[src/rtl/if_id_queue_pkg.sv]
// Shared constants and types for the IF->ID instruction queue.
package if_id_queue_pkg;

  localparam int unsigned IFQ_DEPTH = 4;
  localparam int unsigned REG_BUS   = 32;
  localparam int unsigned STALL_ID  = 2;

  typedef enum logic [1:0] {
    ISSUE_HOLD,
    ISSUE_HEAD,
    ISSUE_BYPASS,
    ISSUE_BUBBLE
  } ifq_issue_e;

endpackage

[src/rtl/if_id_queue_if.sv]
// IF-side enqueue and ID-side issue signals of the instruction queue.
interface if_id_queue_if #(
  parameter int unsigned WIDTH = 32,
  parameter int unsigned DEPTH = 4
);
  localparam int unsigned PTR_W = $clog2(DEPTH);

  logic             if_valid;
  logic             if_ready;
  logic [WIDTH-1:0] if_pc;
  logic [WIDTH-1:0] if_inst;
  logic [WIDTH-1:0] if_exceptions;
  logic             id_valid;
  logic [WIDTH-1:0] id_pc;
  logic [WIDTH-1:0] id_inst;
  logic [WIDTH-1:0] id_exceptions;
  logic [PTR_W:0]   ifq_count;

  modport master (
    output if_valid, if_pc, if_inst, if_exceptions,
    input  if_ready, id_valid, id_pc, id_inst, id_exceptions, ifq_count
  );

  modport slave (
    input  if_valid, if_pc, if_inst, if_exceptions,
    output if_ready, id_valid, id_pc, id_inst, id_exceptions, ifq_count
  );
endinterface

[src/rtl/if_id_queue_fifo_mem.sv]
// ifq_fifo_mem: DEPTH-entry storage with synchronous write, asynchronous head read.
module ifq_fifo_mem #(
  parameter int unsigned DEPTH = 4,
  parameter int unsigned DW    = 96,
  parameter int unsigned PTR_W = $clog2(DEPTH)
) (
  input  logic           clk,
  input  logic           rst,
  input  logic           clr,
  input  logic           wr_en,
  input  logic [DW-1:0]  wr_data,
  input  logic           rd_en,
  output logic [DW-1:0]  rd_data,
  output logic [PTR_W:0] count,
  output logic           full,
  output logic           empty
);
  localparam logic [PTR_W:0] FULL_CNT = DEPTH[PTR_W:0];

  logic [DW-1:0]    mem [DEPTH];
  logic [PTR_W-1:0] wr_ptr;
  logic [PTR_W-1:0] rd_ptr;

  // Callers gate wr_en with !full and rd_en with !empty.
  always_ff @(posedge clk) begin
    if (rst == 1'b0 || clr) begin
      wr_ptr <= '0;
      rd_ptr <= '0;
      count  <= '0;
    end else begin
      if (wr_en) wr_ptr <= wr_ptr + 1'b1;
      if (rd_en) rd_ptr <= rd_ptr + 1'b1;
      unique case ({wr_en, rd_en})
        2'b10:   count <= count + 1'b1;
        2'b01:   count <= count - 1'b1;
        default: count <= count;
      endcase
    end
  end

  always_ff @(posedge clk) begin
    if (wr_en) mem[wr_ptr] <= wr_data;
  end

  assign rd_data = mem[rd_ptr];
  assign full    = (count == FULL_CNT);
  assign empty   = (count == '0);
endmodule

[src/rtl/if_id_queue.sv]
// if_id_queue: DEPTH-entry instruction queue between IF and ID with a registered ID output.
// Optional same-cycle bypass into the ID register when empty: define IFQ_BYPASS_EN.
module if_id_queue
  import if_id_queue_pkg::*;
#(
  parameter int unsigned DEPTH = IFQ_DEPTH,
  parameter int unsigned WIDTH = REG_BUS,
  parameter int unsigned PTR_W = $clog2(DEPTH)
) (
  input  logic       clk,
  input  logic       rst,
  input  logic       flush,
  input  logic [5:0] stall,
  if_id_queue_if.slave bus
);
  localparam int unsigned DW = 3 * WIDTH;

  logic             enq;
  logic             full;
  logic             empty;
  logic             wr_en;
  logic             rd_en;
  logic             bypass_ok;
  logic [WIDTH-1:0] nop_inst;
  logic [DW-1:0]    wr_data;
  logic [DW-1:0]    rd_data;
  logic [PTR_W:0]   count;
  ifq_issue_e       sel;
  logic             unused_stall;

  assign unused_stall = ^{stall[5:3], stall[1:0]};

  assign enq      = bus.if_valid && bus.if_ready && !flush;
  assign nop_inst = (bus.if_exceptions != '0 || bus.if_pc == '0) ? '0 : bus.if_inst;
  assign wr_data  = {bus.if_pc, nop_inst, bus.if_exceptions};

`ifdef IFQ_BYPASS_EN
  assign bypass_ok = enq;
`else
  assign bypass_ok = 1'b0;
`endif

  always_comb begin
    sel = ISSUE_HOLD;
    if (!stall[STALL_ID]) begin
      if (!empty)         sel = ISSUE_HEAD;
      else if (bypass_ok) sel = ISSUE_BYPASS;
      else                sel = ISSUE_BUBBLE;
    end
  end

  // A bypassed entry goes straight to ID and never occupies storage.
  assign wr_en = enq && (sel != ISSUE_BYPASS);
  assign rd_en = (sel == ISSUE_HEAD) && !flush;

  ifq_fifo_mem #(
    .DEPTH (DEPTH),
    .DW    (DW),
    .PTR_W (PTR_W)
  ) u_mem (
    .clk     (clk),
    .rst     (rst),
    .clr     (flush),
    .wr_en   (wr_en),
    .wr_data (wr_data),
    .rd_en   (rd_en),
    .rd_data (rd_data),
    .count   (count),
    .full    (full),
    .empty   (empty)
  );

  assign bus.if_ready  = !full;
  assign bus.ifq_count = count;

  always_ff @(posedge clk) begin
    if (rst == 1'b0 || flush) begin
      bus.id_valid      <= 1'b0;
      bus.id_pc         <= '0;
      bus.id_inst       <= '0;
      bus.id_exceptions <= '0;
    end else begin
      unique case (sel)
        ISSUE_HEAD: begin
          bus.id_valid <= 1'b1;
          {bus.id_pc, bus.id_inst, bus.id_exceptions} <= rd_data;
        end
        ISSUE_BYPASS: begin
          bus.id_valid <= 1'b1;
          {bus.id_pc, bus.id_inst, bus.id_exceptions} <= wr_data;
        end
        ISSUE_BUBBLE: begin
          bus.id_valid      <= 1'b0;
          bus.id_pc         <= '0;
          bus.id_inst       <= '0;
          bus.id_exceptions <= '0;
        end
        default: ;
      endcase
    end
  end
endmodule

[src/flat_wrapper.sv]
// flat-port wrapper written by rule: the top's interface ports become plain ports
module if_id_queue_flat import if_id_queue_pkg::*;
#(
  parameter int unsigned DEPTH = IFQ_DEPTH,
  parameter int unsigned WIDTH = REG_BUS,
  parameter int unsigned PTR_W = $clog2(DEPTH)
)
  (clk, rst, flush, stall, bus_if_valid, bus_if_pc, bus_if_inst, bus_if_exceptions, bus_if_ready, bus_id_valid, bus_id_pc, bus_id_inst, bus_id_exceptions, bus_ifq_count);
  if_id_queue_if #(.WIDTH(WIDTH), .DEPTH(DEPTH)) bus_i ();
  input  logic clk;
  input  logic rst;
  input  logic flush;
  input  logic [5:0] stall;
  input wire logic [$bits(bus_i.if_valid)-1:0] bus_if_valid;
  input wire logic [$bits(bus_i.if_pc)-1:0] bus_if_pc;
  input wire logic [$bits(bus_i.if_inst)-1:0] bus_if_inst;
  input wire logic [$bits(bus_i.if_exceptions)-1:0] bus_if_exceptions;
  output wire logic [$bits(bus_i.if_ready)-1:0] bus_if_ready;
  output wire logic [$bits(bus_i.id_valid)-1:0] bus_id_valid;
  output wire logic [$bits(bus_i.id_pc)-1:0] bus_id_pc;
  output wire logic [$bits(bus_i.id_inst)-1:0] bus_id_inst;
  output wire logic [$bits(bus_i.id_exceptions)-1:0] bus_id_exceptions;
  output wire logic [$bits(bus_i.ifq_count)-1:0] bus_ifq_count;
  assign bus_i.if_valid = bus_if_valid;
  assign bus_i.if_pc = bus_if_pc;
  assign bus_i.if_inst = bus_if_inst;
  assign bus_i.if_exceptions = bus_if_exceptions;
  assign bus_if_ready = bus_i.if_ready;
  assign bus_id_valid = bus_i.id_valid;
  assign bus_id_pc = bus_i.id_pc;
  assign bus_id_inst = bus_i.id_inst;
  assign bus_id_exceptions = bus_i.id_exceptions;
  assign bus_ifq_count = bus_i.ifq_count;
  if_id_queue #(.DEPTH(DEPTH), .WIDTH(WIDTH), .PTR_W(PTR_W)) u_core (.clk(clk), .rst(rst), .flush(flush), .stall(stall), .bus(bus_i));
endmodule
[config.mk]
export PLATFORM = sky130hd
export DESIGN_NAME = if_id_queue_flat
export DESIGN_NICKNAME = d
export VERILOG_FILES = /design/src/rtl/if_id_queue_pkg.sv /design/src/rtl/if_id_queue_if.sv /design/src/rtl/if_id_queue_fifo_mem.sv /design/src/rtl/if_id_queue.sv /design/src/flat_wrapper.sv
export SDC_FILE = /design/constraint.sdc
export NUM_CORES = 1
export LEC_CHECK = 0
export CORE_UTILIZATION = 29
export DETAILED_ROUTE_END_ITERATION = 12
export GPL_TIMING_DRIVEN = 0
export HOLD_SLACK_MARGIN = 0.06
export PLACE_DENSITY = 0.48
export SLEW_MARGIN = 20
export SYNTH_ARGS = -nofsm -noshare
export SYNTH_HDL_FRONTEND = slang
export SYNTH_SLANG_ARGS = --single-unit
[constraint.sdc]
create_clock -name clk -period 4.5 [get_ports clk]
set_clock_uncertainty 0.2 [all_clocks]
set_input_delay 0.9 -clock clk [delete_from_list [all_inputs] [get_ports clk]]
set_output_delay 0.9 -clock clk [all_outputs]
set_load 0.02 [all_outputs]
==> summary.txt <==
Status
  – Status: finished, final reports clean

Yosys
  – Synth unique cells: 32
  – Netlist Area Pre-Place: about 19000 um2
  – Synthesized flop and latch total: a little under 500
  – EDFF count, synth: around 380
  – Share of the synthesized area in the top cell type: 62.0%
  – Post-synthesis cell type with the largest combined area: edfxtp_1
  – Predominant post-synthesis flop cell: edfxtp_1
  – Synth top cells by count: edfxtp_1, dfxtp_1, a21oi_1
  – Most common cell in the netlist: edfxtp_1
  – Synthesized instance count: 1087
  – Avg Inst Size Synth: 17.1 um2
  – Synth top area cells: edfxtp_1, mux4_2, dfxtp_1, a21oi_1, nand3_1
  – Net Count, Synth: about 1200
  – YS warnings: 0
  – Async S/R FF share, synth: 0%
  – Sequential-to-total area share from yosys stat: between 70% and 80%

Floorplanning
  – Row count: between 90 and 100
  – Starting Density: ~30%
  – Die span in y: about 260 um
  – Chip width: between 200 and 300 um
  – I/O Pins: between 200 and 250
  – Core area: approximately 63000 um2
  – Die Area: between 60000 and 70000 um2

GRT
  – Vias in the first global route: around 11000
  – Pin count of the biggest net entering global routing: 39
  – Most Crowded Layer GR: met2
  – Initial antenna violation count: 1
  – GR met3 Demand/Resource: around 2.8%
  – Total gr overflow: 0
  – GR met2 Demand/Resource: 25.0%
  – Met1 Use GR: around 20%
  – First-pass GRT wire length: approximately 72000 um
  – Total GRT Usage: approximately 15%

Placed design
  – Routability cong.: just under 0.7
  – Final HPWL DP: approximately 32000 um
  – # port buffers: between 200 and 250
  – Placed inst area: roughly 22000 um2
  – Place WS: a little over 0.08 ns

Clock network
  – Post-CTS resize count: 0
  – Root buffer cell: clkbuf_16
  – Clock Latency Late Sink: 0.60 ns
  – Total CTS buffers: 54
  – H-tree Lvls: 2
  – CTS tree: done
  – Max Buffers Root-to-Sink: 3
  – CTS sink cnt: just under 500
  – Post-CTS Setup Bufs: 0
  – Hold buffer count at cts: 0
  – Clk slew on worst S/H paths: ~0.060 ns

Setup path
  – Worst endpoint required time: around 4.6 ns
  – Worst path cell trace: clkdlybuf4s50_1 > nor4_1 > nand4_1 > a2111oi_0
  – CP max stage delay: 1.02 ns
  – Setup CP Type: input port to flip-flop
  – Crit. Startpoint: bus_if_exceptions[26]
  – Worst endpoint data arrival time: 3.80 ns
  – CP startpoint kind: input port
  – Worst Path Max Fanout: 5
  – CP max stage cell: a2111oi_0
  – Worst Setup End Kind: flip-flop
  – R2r startpoint: u_core.u_mem.count[0]

Finish
  – Final instance area: about 24000 um2
  – Area delta synth->final: 27.5%
  – Nets: between 1000 and 1500
  – Antenna cells: 0
  – FILL cells: between 5000 and 6000
  – Fraction of layout cells with a size suffix above 1: 18.9%

Timing
  – Slew @ Worst Pin: about 1.0 ns
  – Final Max Tran Viols: 0
  – Final setup viols: 0
  – Min cycle time layout: between 3 and 4 ns
  – RSZ-0062 raised after global routing: no
  – Final WS setup: approximately 0.76 ns
  – Period utilisation layout: a little over 80%
  – Slew Limit Headroom: approximately 30%
  – Fmax: approximately 270 MHz
  – Final hold violations: 0

Power and ir drop
  – P_sw: 2.07 mW
  – Int Power: 7.85 mW
  – Logic pwr share: about 4%
  – Sw frac: roughly a fifth
  – Seq pwr share: about half
  – Leak: about 7.2 nW
  – Peak VDD IR: approximately 250 uV
  – Clk pwr share: a little under half
  – PwrDens: between 400 and 500 nW/um2

Worst hold path
  – Worst hold path startpoint: u_core.bus.id_pc[6]
  – Hold Path Class: flip-flop to flip-flop

Routing
  – DR DRC count: 0
  – DR WL/cell: between 20 and 25 um
  – ANT nets after route: 0
  – Vias after detailed routing: ~10000
  – DRT iter0 DRCs: roughly 610
  – 1st-pass router iterations: 5
  – Final wirelength: about 49000 um
  – Vias per cell: between 4 and 5

Run
  – Max Cap Viol: 0
## routing by layer
layer	share of wire [%]	routed length, um
met1	45	21700
met2	49	23800
met3	4.7	2300
met4	1.6	755
met5	0	0
## area by class of cell
cell class | instances | area, um2 | share of cell area, %
Timing Repair Buffer | 210 | 2210 | 9.33
Multi-Input combinational cell | 477 | 4370 | 18.4
Tap cell | 846 | 1060 | 4.46
Inverter | 42 | 158 | 0.664
Buffer | 78 | 444 | 1.87
Sequential cell | 490 | 13700 | 57.5
Clock inverter | 35 | 395 | 1.67
Clock buffer | 66 | 1450 | 6.10
## worst max-delay path, delay by kind of cell
kind                   cells  cell delay [ns]
and+or+nand+nor            2             1.36
AOI/OAI and AO/OA          1             1.02
buffers and inverters      1             0.51
## registers in the layout, indices dropped and copies added, names as in the netlist, named ones only
| register | flops |
|---|---|
| u_core.bus.id_inst | 32 |
| u_core.bus.id_valid | 1 |
| u_core.u_mem.wr_ptr | 2 |
| u_core.bus.id_pc | 32 |
| u_core.u_mem.count | 3 |
| u_core.u_mem.mem | 384 |
| u_core.u_mem.rd_ptr | 2 |
| u_core.bus.id_exceptions | 32 |
## kinds of logic after synthesis
logic type / after synthesis / share of synthesized area (%)
muxes: 96 / 11.6
and+or+nand+nor: 232 / 5.79
adders and majority gates: 6 / 0.444
DFF: 490 / 73.4
xor gates and xnor gates: 2 / 0.0941
AOI/OAI and AO/OA: 141 / 5.46
buffers and inverters: 120 / 3.23
## final timing paths
kind / endpoint / depth (start not counted) / slack [ns]
worst max register to register: u_core.u_mem.count[2] / 12 / 1.27
worst min-delay path: u_core.bus.id_pc[6] / 2 / 0.25
worst min register to register: u_core.bus.id_pc[6] / 2 / 0.25
worst max-delay path: u_core.u_mem.mem[1][63] / 4 / 0.76
## power by group through the flow
stage / Clock [mW] / Sequential [mW] / Combinational (mW)
global placement: 0 / 5.05 / 0.408
detailed placement: 0 / 5.04 / 0.422
CTS: 4.70 / 4.94 / 0.423
finish: 4.57 / 4.94 / 0.411
floorplan: 0 / 5.05 / 0.166
global route: 4.87 / 4.95 / 0.445
## metrics by stage
step	util, %	power (mW)	std cells	setup TNS [ns]	hold WS [ns]
2_1_floorplan	-	5.21	1087	0	0.255
5_1_grt	37.6	10.3	2244	0	0.270
3_5_place_dp	34.6	5.46	2143	0	0.247
3_3_place_gp	34.3	5.46	2134	-1037.35	0.246
4_1_cts	37.6	10.1	2244	0	0.256
6_report	37.6	9.92	2244	0	0.254
## cells in the final DEF (no fill, tap or decap), types with 2 or more instances in the layout
cell             synthesis  routed
a2111oi_0                2       2
a2111oi_2               30      30
a21oi_1                104     104
and2_4                   0       4
and4_1                   2       2
buf_1                   13      13
buf_12                   5      11
buf_16                   0       3
buf_2                   26      26
buf_4                    5       5
buf_6                    2       2
bufinv_16                0       8
clkbuf_1                24      32
clkbuf_16                0      55
clkbuf_2                 3       3
clkbuf_8                 0       3
clkdlybuf4s50_1          0     201
clkinv_1                 0      10
clkinv_2                 0      11
clkinv_4                 0       2
dfxtp_1                106     106
edfxtp_1               384     384
ha_1                     5       5
inv_1                   41      41
inv_6                    0       2
mux4_2                  96      96
nand2_1                 98      98
nand3_1                 99      99
nand4_1                  2       2
nor2_1                   4       4
nor3_1                   2       2
nor4_1                  16      16
o21ai_0                  4       4
or3_1                    2       2
xor2_1                   2       2
Power figures use the tool's default switching activity.
